===== src/rtl/mux_scan_sel.sv =====
// rtl/mux_scan_sel.sv - registered N-channel mux with manual select and round-robin scan
//
// Purpose:
//   Picks one of CHANNELS W-bit inputs and presents it registered. The output is
//   tagged with the source channel index and carries a one-cycle strobe on the
//   first sample of each newly selected channel. MANUAL mode selects via
//   sel/sel_load. SCAN mode rotates 0..CHANNELS-1 and holds each channel for
//   dwell+1 cycles.
//
// Build option:
//   MUX_SCAN_SEL_SCAN_EN - when defined, the SCAN state, the dwell counter and the
//   mode/dwell inputs are functional. When undefined, the block is permanently
//   MANUAL and mode/dwell are ignored.
//
// Ports:
//   clk       rising-edge clock
//   rst_n     asynchronous active-low reset
//   di        packed inputs, channel k = di[k*WIDTH +: WIDTH]
//   sel       manual channel index
//   sel_load  capture sel into the select register (MANUAL only)
//   mode      0 = MANUAL, 1 = SCAN
//   dwell     extra hold cycles per channel in SCAN
//   do_data   registered selected data (0 when the index is out of range)
//   do_sel    channel index that do_data came from
//   do_valid  strobe on the first sample of a newly selected or reloaded channel
//   sel_err   do_sel >= CHANNELS
module mux_scan_sel #(
  parameter int WIDTH    = 8,
  parameter int CHANNELS = 8,
  parameter int SEL_W    = 3,
  parameter int DWELL_W  = 4
) (
  input  logic                      clk,
  input  logic                      rst_n,
  input  logic [CHANNELS*WIDTH-1:0] di,
  input  logic [SEL_W-1:0]          sel,
  input  logic                      sel_load,
  input  logic                      mode,
  input  logic [DWELL_W-1:0]        dwell,
  output logic [WIDTH-1:0]          do_data,
  output logic [SEL_W-1:0]          do_sel,
  output logic                      do_valid,
  output logic                      sel_err
);

  // One extra bit so CHANNELS == 2**SEL_W is representable.
  localparam logic [SEL_W:0] NCH = (SEL_W+1)'(CHANNELS);

  logic [SEL_W-1:0] sel_q;
  logic [SEL_W-1:0] sel_d;
  logic [SEL_W-1:0] prev_sel;
  logic             reload_q;
  logic             reload_d;
  logic             in_range;
  logic [WIDTH-1:0] mux;

  assign in_range = ({1'b0, sel_q} < NCH);

  // Out-of-range indices match no channel and fall through to zero.
  always_comb begin
    mux = '0;
    for (int k = 0; k < CHANNELS; k++) begin
      if (sel_q == k[SEL_W-1:0]) begin
        mux = di[k*WIDTH +: WIDTH];
      end
    end
  end

`ifdef MUX_SCAN_SEL_SCAN_EN
  typedef enum logic {
    MANUAL = 1'b0,
    SCAN   = 1'b1
  } state_t;

  localparam logic [SEL_W:0] LAST = (SEL_W+1)'(CHANNELS-1);

  state_t             state_q;
  state_t             state_d;
  logic [DWELL_W-1:0] dwell_cnt;
  logic [DWELL_W-1:0] dwell_cnt_d;

  always_ff @(posedge clk or negedge rst_n) begin
    if (!rst_n) begin
      state_q   <= MANUAL;
      dwell_cnt <= '0;
    end else begin
      state_q   <= state_d;
      dwell_cnt <= dwell_cnt_d;
    end
  end

  always_comb begin
    state_d     = state_q;
    sel_d       = sel_q;
    dwell_cnt_d = '0;
    reload_d    = 1'b0;
    case (state_q)
      MANUAL: begin
        // Scan entry takes priority over a simultaneous manual load.
        if (mode) begin
          state_d  = SCAN;
          sel_d    = '0;
          reload_d = 1'b1;
        end else if (sel_load) begin
          sel_d    = sel;
          reload_d = 1'b1;
        end
      end
      SCAN: begin
        if (!mode) begin
          state_d = MANUAL;
        end else if (dwell_cnt >= dwell) begin
          // Live dwell compare: shrinking dwell mid-hold advances at once.
          sel_d = ({1'b0, sel_q} >= LAST) ? '0 : sel_q + 1'b1;
        end else begin
          dwell_cnt_d = dwell_cnt + 1'b1;
        end
      end
      default: state_d = MANUAL;
    endcase
  end
`else
  logic unused_scan_inputs;
  assign unused_scan_inputs = ^{mode, dwell};

  always_comb begin
    sel_d    = sel_q;
    reload_d = 1'b0;
    if (sel_load) begin
      sel_d    = sel;
      reload_d = 1'b1;
    end
  end
`endif

  // prev_sel trails sel_q by one cycle. When the output stage consumes sel_q,
  // comparing against prev_sel detects a change made on the previous edge.
  always_ff @(posedge clk or negedge rst_n) begin
    if (!rst_n) begin
      sel_q    <= '0;
      prev_sel <= '0;
      reload_q <= 1'b0;
      do_data  <= '0;
      do_sel   <= '0;
      do_valid <= 1'b0;
      sel_err  <= 1'b0;
    end else begin
      sel_q    <= sel_d;
      prev_sel <= sel_q;
      reload_q <= reload_d;
      do_data  <= in_range ? mux : '0;
      do_sel   <= sel_q;
      sel_err  <= ~in_range;
      do_valid <= reload_q | (sel_q != prev_sel);
    end
  end

endmodule


===== config.mk =====
export PLATFORM = sky130hd
export DESIGN_NAME = mux_scan_sel
export DESIGN_NICKNAME = d
export VERILOG_FILES = /design/src/rtl/mux_scan_sel.sv
export SDC_FILE = /design/constraint.sdc
export NUM_CORES = 1
export LEC_CHECK = 0
export BUFFER_PORTS_ARGS = -buffer_cell sky130_fd_sc_hd__buf_4
export CAP_MARGIN = 10
export CORE_ASPECT_RATIO = 0.7
export CORE_MARGIN = 4
export CORE_UTILIZATION = 30
export CTS_CLUSTER_SIZE = 25
export DETAILED_ROUTE_END_ITERATION = 8
export PLACE_DENSITY = 0.7
export SKIP_CTS_REPAIR_TIMING = 1
export SYNTH_ARGS = -nofsm -noshare
export SYNTH_HDL_FRONTEND = slang
export SYNTH_SLANG_ARGS = --single-unit

===== constraint.sdc =====
create_clock -name clk -period 2.65 [get_ports clk]
set_input_delay 0.3975 -clock clk [delete_from_list [all_inputs] [get_ports clk]]
set_output_delay 0.3975 -clock clk [all_outputs]
set_load 0.01 [all_outputs]

After elaboration in Yosys (flattened, before gate mapping)
Cells that the tools add are included.
{ "op_classes": {"eq_ne": 8, "mux": 9, "n_bitwise": 1, "reduce_logical": 1} }
{ "op_table": {"columns": ["operator", "n"], "rows": [
  ["$mux W8", 8],
  ["$eq A3 B3 Y1 const B", 4],
  ["$eq A3 B2 Y1 const B", 2],
  ["$eq A3 B1 Y1 const B", 1],
  ["$logic_not A3 Y1", 1],
  ["$ne A3 B3 Y1", 1],
  ["$mux W1", 1],
  ["$or A1 B1 Y1", 1]
]} }
{ "word_totals": {"reg_bits": 16, "input_bits": 75, "output_inout_bits": 13, "wordCells": 24} }

Depth between registers and ports, before layout
{ "logic_depth": {"ltp_word": 9, "depth_mapped": 6, "mapped_depth_nobuf": 4} }

Least setup slack after synthesis
OpenSTA, ideal clock, no wires.
{ "synth_path": {"kind": "register to register", "start": "register sel_q[1]", "end": "register do_valid", "setup_ns": 0.139, "arrival_time_ns": 1.163, "required_ns": 2.511, "slack_ns": 1.349, "path_stages_with_launch": 5, "n_path_buf": 2, "period_less_slack_ns": 1.301, "cell_sequence": "dfrtp_1 -> buf_6 -> buf_8 -> xor2_1 -> or4_1"} }
{ "synth_via": {"elab_chain_cells": 2} }
{ "synth_lines": {"columns": ["element", "line", "source"], "rows": [
  ["from (decl)", "49", "logic [SEL_W-1:0] sel_q;"],
  ["from (signal assigned)", "148", "sel_q <= sel_d;"],
  ["$ne A3 B3 Y1", "154", "do_valid <= reload_q | (sel_q != prev_sel);"],
  ["$or A1 B1 Y1", "154", null],
  ["to (signal assigned)", "154", null],
  ["to (decl)", "42", "output logic do_valid,"]
]} }
No other way between the ends.
A chain may end at the register's enable or synchronous reset.

Worst setup path in the final report
{ "layout_path": {"start": "register sel_q[0]", "end": "register do_valid"} }
The elaborated chain is that of the path after synthesis.

==> metrics.log <==
[metrics] run status: finished clean
[metrics] wire length of the first global-routing pass: 5.06 mm
[metrics] number of global-route vias before repair: 1093
[metrics] Data required, critical path: 2.77 ns
[metrics] count of boundary I/O pins: 88
[metrics] placement-stage cell area: 1720 um^2
[metrics] CTS root buf: sky130_fd_sc_hd__clkbuf_8
[metrics] yosys warns: 0
[metrics] Clock H-tree levels: 1
[metrics] post-synthesis cell area: 1110 um^2
[metrics] final routed DRC violation total: 0
[metrics] P per Cell Area: 457 nW/um^2
[metrics] Leakage Power: 0.870 nW
[metrics] clk_lat worst skew: 0.25 ns
[metrics] type of element capturing the critical path: flip-flop
[metrics] Gate Count Post-Synth: 115
[metrics] time the final worst path needs with I/O delays and setup: 1.77 ns
[metrics] RePlAce Congestion: 0.724
[metrics] core area: 3560 um^2
[metrics] largest family of logic cells by synthesized area: multiplexers
[metrics] final worst hold slack: 0.293 ns
[metrics] area growth from synthesis to layout: 60.2%
[metrics] Die Y: 59 um
[metrics] worst setup slack after placement: 0.882 ns
[metrics] post-synthesis sequential area ratio: 35.9%
[metrics] Final setup viols: 0
[metrics] drt wl/cell: 13.6 um
[metrics] Synth Area in Simple Gates: 16.2%
[metrics] period utilisation layout: 67.0%
[metrics] number of antenna violations at the first check in global routing: 0
[metrics] Die W: 80.9 um
[metrics] Compound-Gate Fraction of Synth Area: 18.2%
[metrics] count of state elements after synthesis: 16
[metrics] Sinks on Clock Net: 16
[metrics] filler cell count: 358
[metrics] pin count of the biggest net entering global routing: 20
[metrics] clock skew: 0.00175 ns
[metrics] Power, Total: 0.000815 W
[metrics] Post-Syn Area per Cell: 9.69 um^2
[metrics] Async S/R FF share, synth: 100%
[metrics] number of hold violations in the final report: 0
[metrics] DRC violation total after the first TritonRoute iteration: 37
[metrics] Worst slew margin: 58.8%
[metrics] ratio of cells with drive above 1 in the final layout: 48.7%
[metrics] count of different cell masters after synthesis: 29
[metrics] post-synthesis adder-cell area fraction: 0%
[metrics] type of element launching the critical path: flip-flop
[metrics] number of nets in the layout: 269
[metrics] total non-filler cell area in the finished layout: 1790 um^2
[metrics] Worst IR Drop VDD: 0.000260 V
[metrics] Post-Synthesis Net Count: 190
[metrics] max frequency: 0.564 GHz
[metrics] min-delay worst type: input port to flip-flop
[metrics] crit path setup slack, layout: 0.875 ns
[metrics] largest fanout on the critical path: 14
[metrics] unrepaired setup endpoints after global routing: false
[metrics] portion of netlist area occupied by mux cells: 18.9%
[metrics] parity-gate share of the synthesized area counting xor and xnor cells: 2.36%
[metrics] number of antenna diodes: 0
[metrics] Row Count: 18
[metrics] starting utilization of the core area: 31.3%
[metrics] Total GRT Usage: 13.9%
[metrics] count of flip-flops with a built-in enable after synthesis: 0
[metrics] detailed-route wire length: 3.31 mm
[metrics] number of violations of the max-capacitance limit: 0
[metrics] Max clock buf depth: 2
[metrics] via count: 1098
[metrics] dominant register cell in the synthesized netlist: sky130_fd_sc_hd__dfrtp_1
[metrics] detailed placement HPWL: 2.61 mm
[metrics] type of the worst setup path: flip-flop to flip-flop
[metrics] Die Area: 4770 um^2
[metrics] TritonCTS clock tree: built
[metrics] max-slew violation count: 0
[metrics] Routed Antenna Nets: 0
[metrics] per-cell via count in the routed design: 4.52
[metrics] Congestion Overflow GR: 0
[metrics] clock buffers created by TritonCTS: 3
[metrics] Worst Max-Slew Pin Slew: 0.618 ns
[metrics] clock-pin slew on the worst setup and hold paths: 0.06 ns
[metrics] data arrival at the endpoint of the critical path: 1.89 ns
[metrics] final setup TNS: 0 ns
[metrics] number of search-and-repair iterations in the first detailed-routing pass: 4
[metrics] buffers added on ports: 81
==> synthesized netlist by cell type (2+ instances only) <==
library cell | n | area (um^2)
sky130_fd_sc_hd__a32oi_1 | 6 | 52.6
sky130_fd_sc_hd__o21ai_0 | 14 | 70.1
sky130_fd_sc_hd__mux4_2 | 3 | 67.6
sky130_fd_sc_hd__and2_0 | 6 | 37.5
sky130_fd_sc_hd__xor2_1 | 3 | 26.3
sky130_fd_sc_hd__mux2i_1 | 12 | 120
sky130_fd_sc_hd__buf_2 | 4 | 20.0
sky130_fd_sc_hd__mux2_2 | 2 | 22.5
sky130_fd_sc_hd__buf_6 | 3 | 33.8
sky130_fd_sc_hd__dfrtp_1 | 16 | 400
sky130_fd_sc_hd__nor2_1 | 6 | 22.5
sky130_fd_sc_hd__buf_4 | 2 | 15.0
sky130_fd_sc_hd__nor2b_1 | 6 | 37.5
sky130_fd_sc_hd__a22o_1 | 6 | 52.6
sky130_fd_sc_hd__nand2_1 | 12 | 45.0
==> layout make-up <==
type / instances / area [um^2] / area share (%)
multi-input cells: 87 / 623 / 34.9
clock buffers: 4 / 55.1 / 3.08
inverters: 1 / 3.75 / 0.210
flip-flops and latches: 16 / 400 / 22.4
repair buffers: 85 / 641 / 35.9
well taps: 50 / 62.6 / 3.50
==> state kept, by name, summed over array words and instances, names as in the netlist <==
signal	count
do_valid	1
sel_q	3
reload_q	1
do_data	8
prev_sel	3
==> logic make-up after synthesis <==
logic type,count (synthesis)
other,1
AND/OR/NAND/NOR,36
XOR/XNOR,3
buffers and inverters,12
flip-flops,16
AO/OA/AOI/OAI,30
multiplexers,17
==> metal layers <==
layer / part of all wire (%) / global-route usage (%) / vias to the layer above
li1: - / - / 565
met1: 45 / 18.6 / 489
met2: 44 / 22.0 / 44
met3: 10 / 5.62 / 0
met4: 0 / 1.45 / 0
met5: 0 / 0 / -
==> final timing paths <==
path | start | end | slack (ns) | cells past startpoint
min in group asynchronous | rst_n | do_data[0] | 0.54 | 2
max in group asynchronous | rst_n | prev_sel[1] | 1.92 | 2
min | sel_load | reload_q | 0.29 | 1
max | sel_q[0] | do_valid | 0.88 | 4
max reg2reg | sel_q[0] | do_valid | 0.88 | 4
min reg2reg | reload_q | do_valid | 0.46 | 1
==> layout by cell type (no fill, tap or decap), types with 2 or more instances in the layout <==
cell type / instances
sky130_fd_sc_hd__a22o_1: 6
sky130_fd_sc_hd__mux4_2: 3
sky130_fd_sc_hd__and2_0: 6
sky130_fd_sc_hd__mux2_2: 2
sky130_fd_sc_hd__a32oi_1: 6
sky130_fd_sc_hd__o21ai_0: 14
sky130_fd_sc_hd__mux2i_1: 12
sky130_fd_sc_hd__buf_4: 84
sky130_fd_sc_hd__clkbuf_8: 4
sky130_fd_sc_hd__nor2_1: 6
sky130_fd_sc_hd__nand2_1: 12
sky130_fd_sc_hd__nor2b_1: 6
sky130_fd_sc_hd__dfrtp_1: 16
sky130_fd_sc_hd__xor2_1: 3
==> stage by stage <==
step	utilization, %	std cells
floorplan	-	115
finish	50.2	243
CTS	49.9	242
global placement	48.3	238
detailed placement	48.3	238
global route	50.2	243
==> report_power, final <==
| group | switching [W] | total, W | internal (W) | leakage (nW) |
|---|---|---|---|---|
| registers | 0.0000313 | 0.000310 | 0.000279 | 0.186 |
| logic | 0.000115 | 0.000290 | 0.000175 | 0.654 |
| clock network | 0.0000839 | 0.000216 | 0.000132 | 0.0288 |
| total | 0.000230 | 0.000815 | 0.000586 | 0.870 |
==> worst max-delay path: stages, from the launching register on <==
cell and delay (ns):
sky130_fd_sc_hd__dfrtp_1 0.56, sky130_fd_sc_hd__buf_4 0.29, sky130_fd_sc_hd__buf_4 0.24, sky130_fd_sc_hd__xor2_1 0.09
sky130_fd_sc_hd__or4_1 0.47
Note: power is estimated with default switching activity, not from simulation.
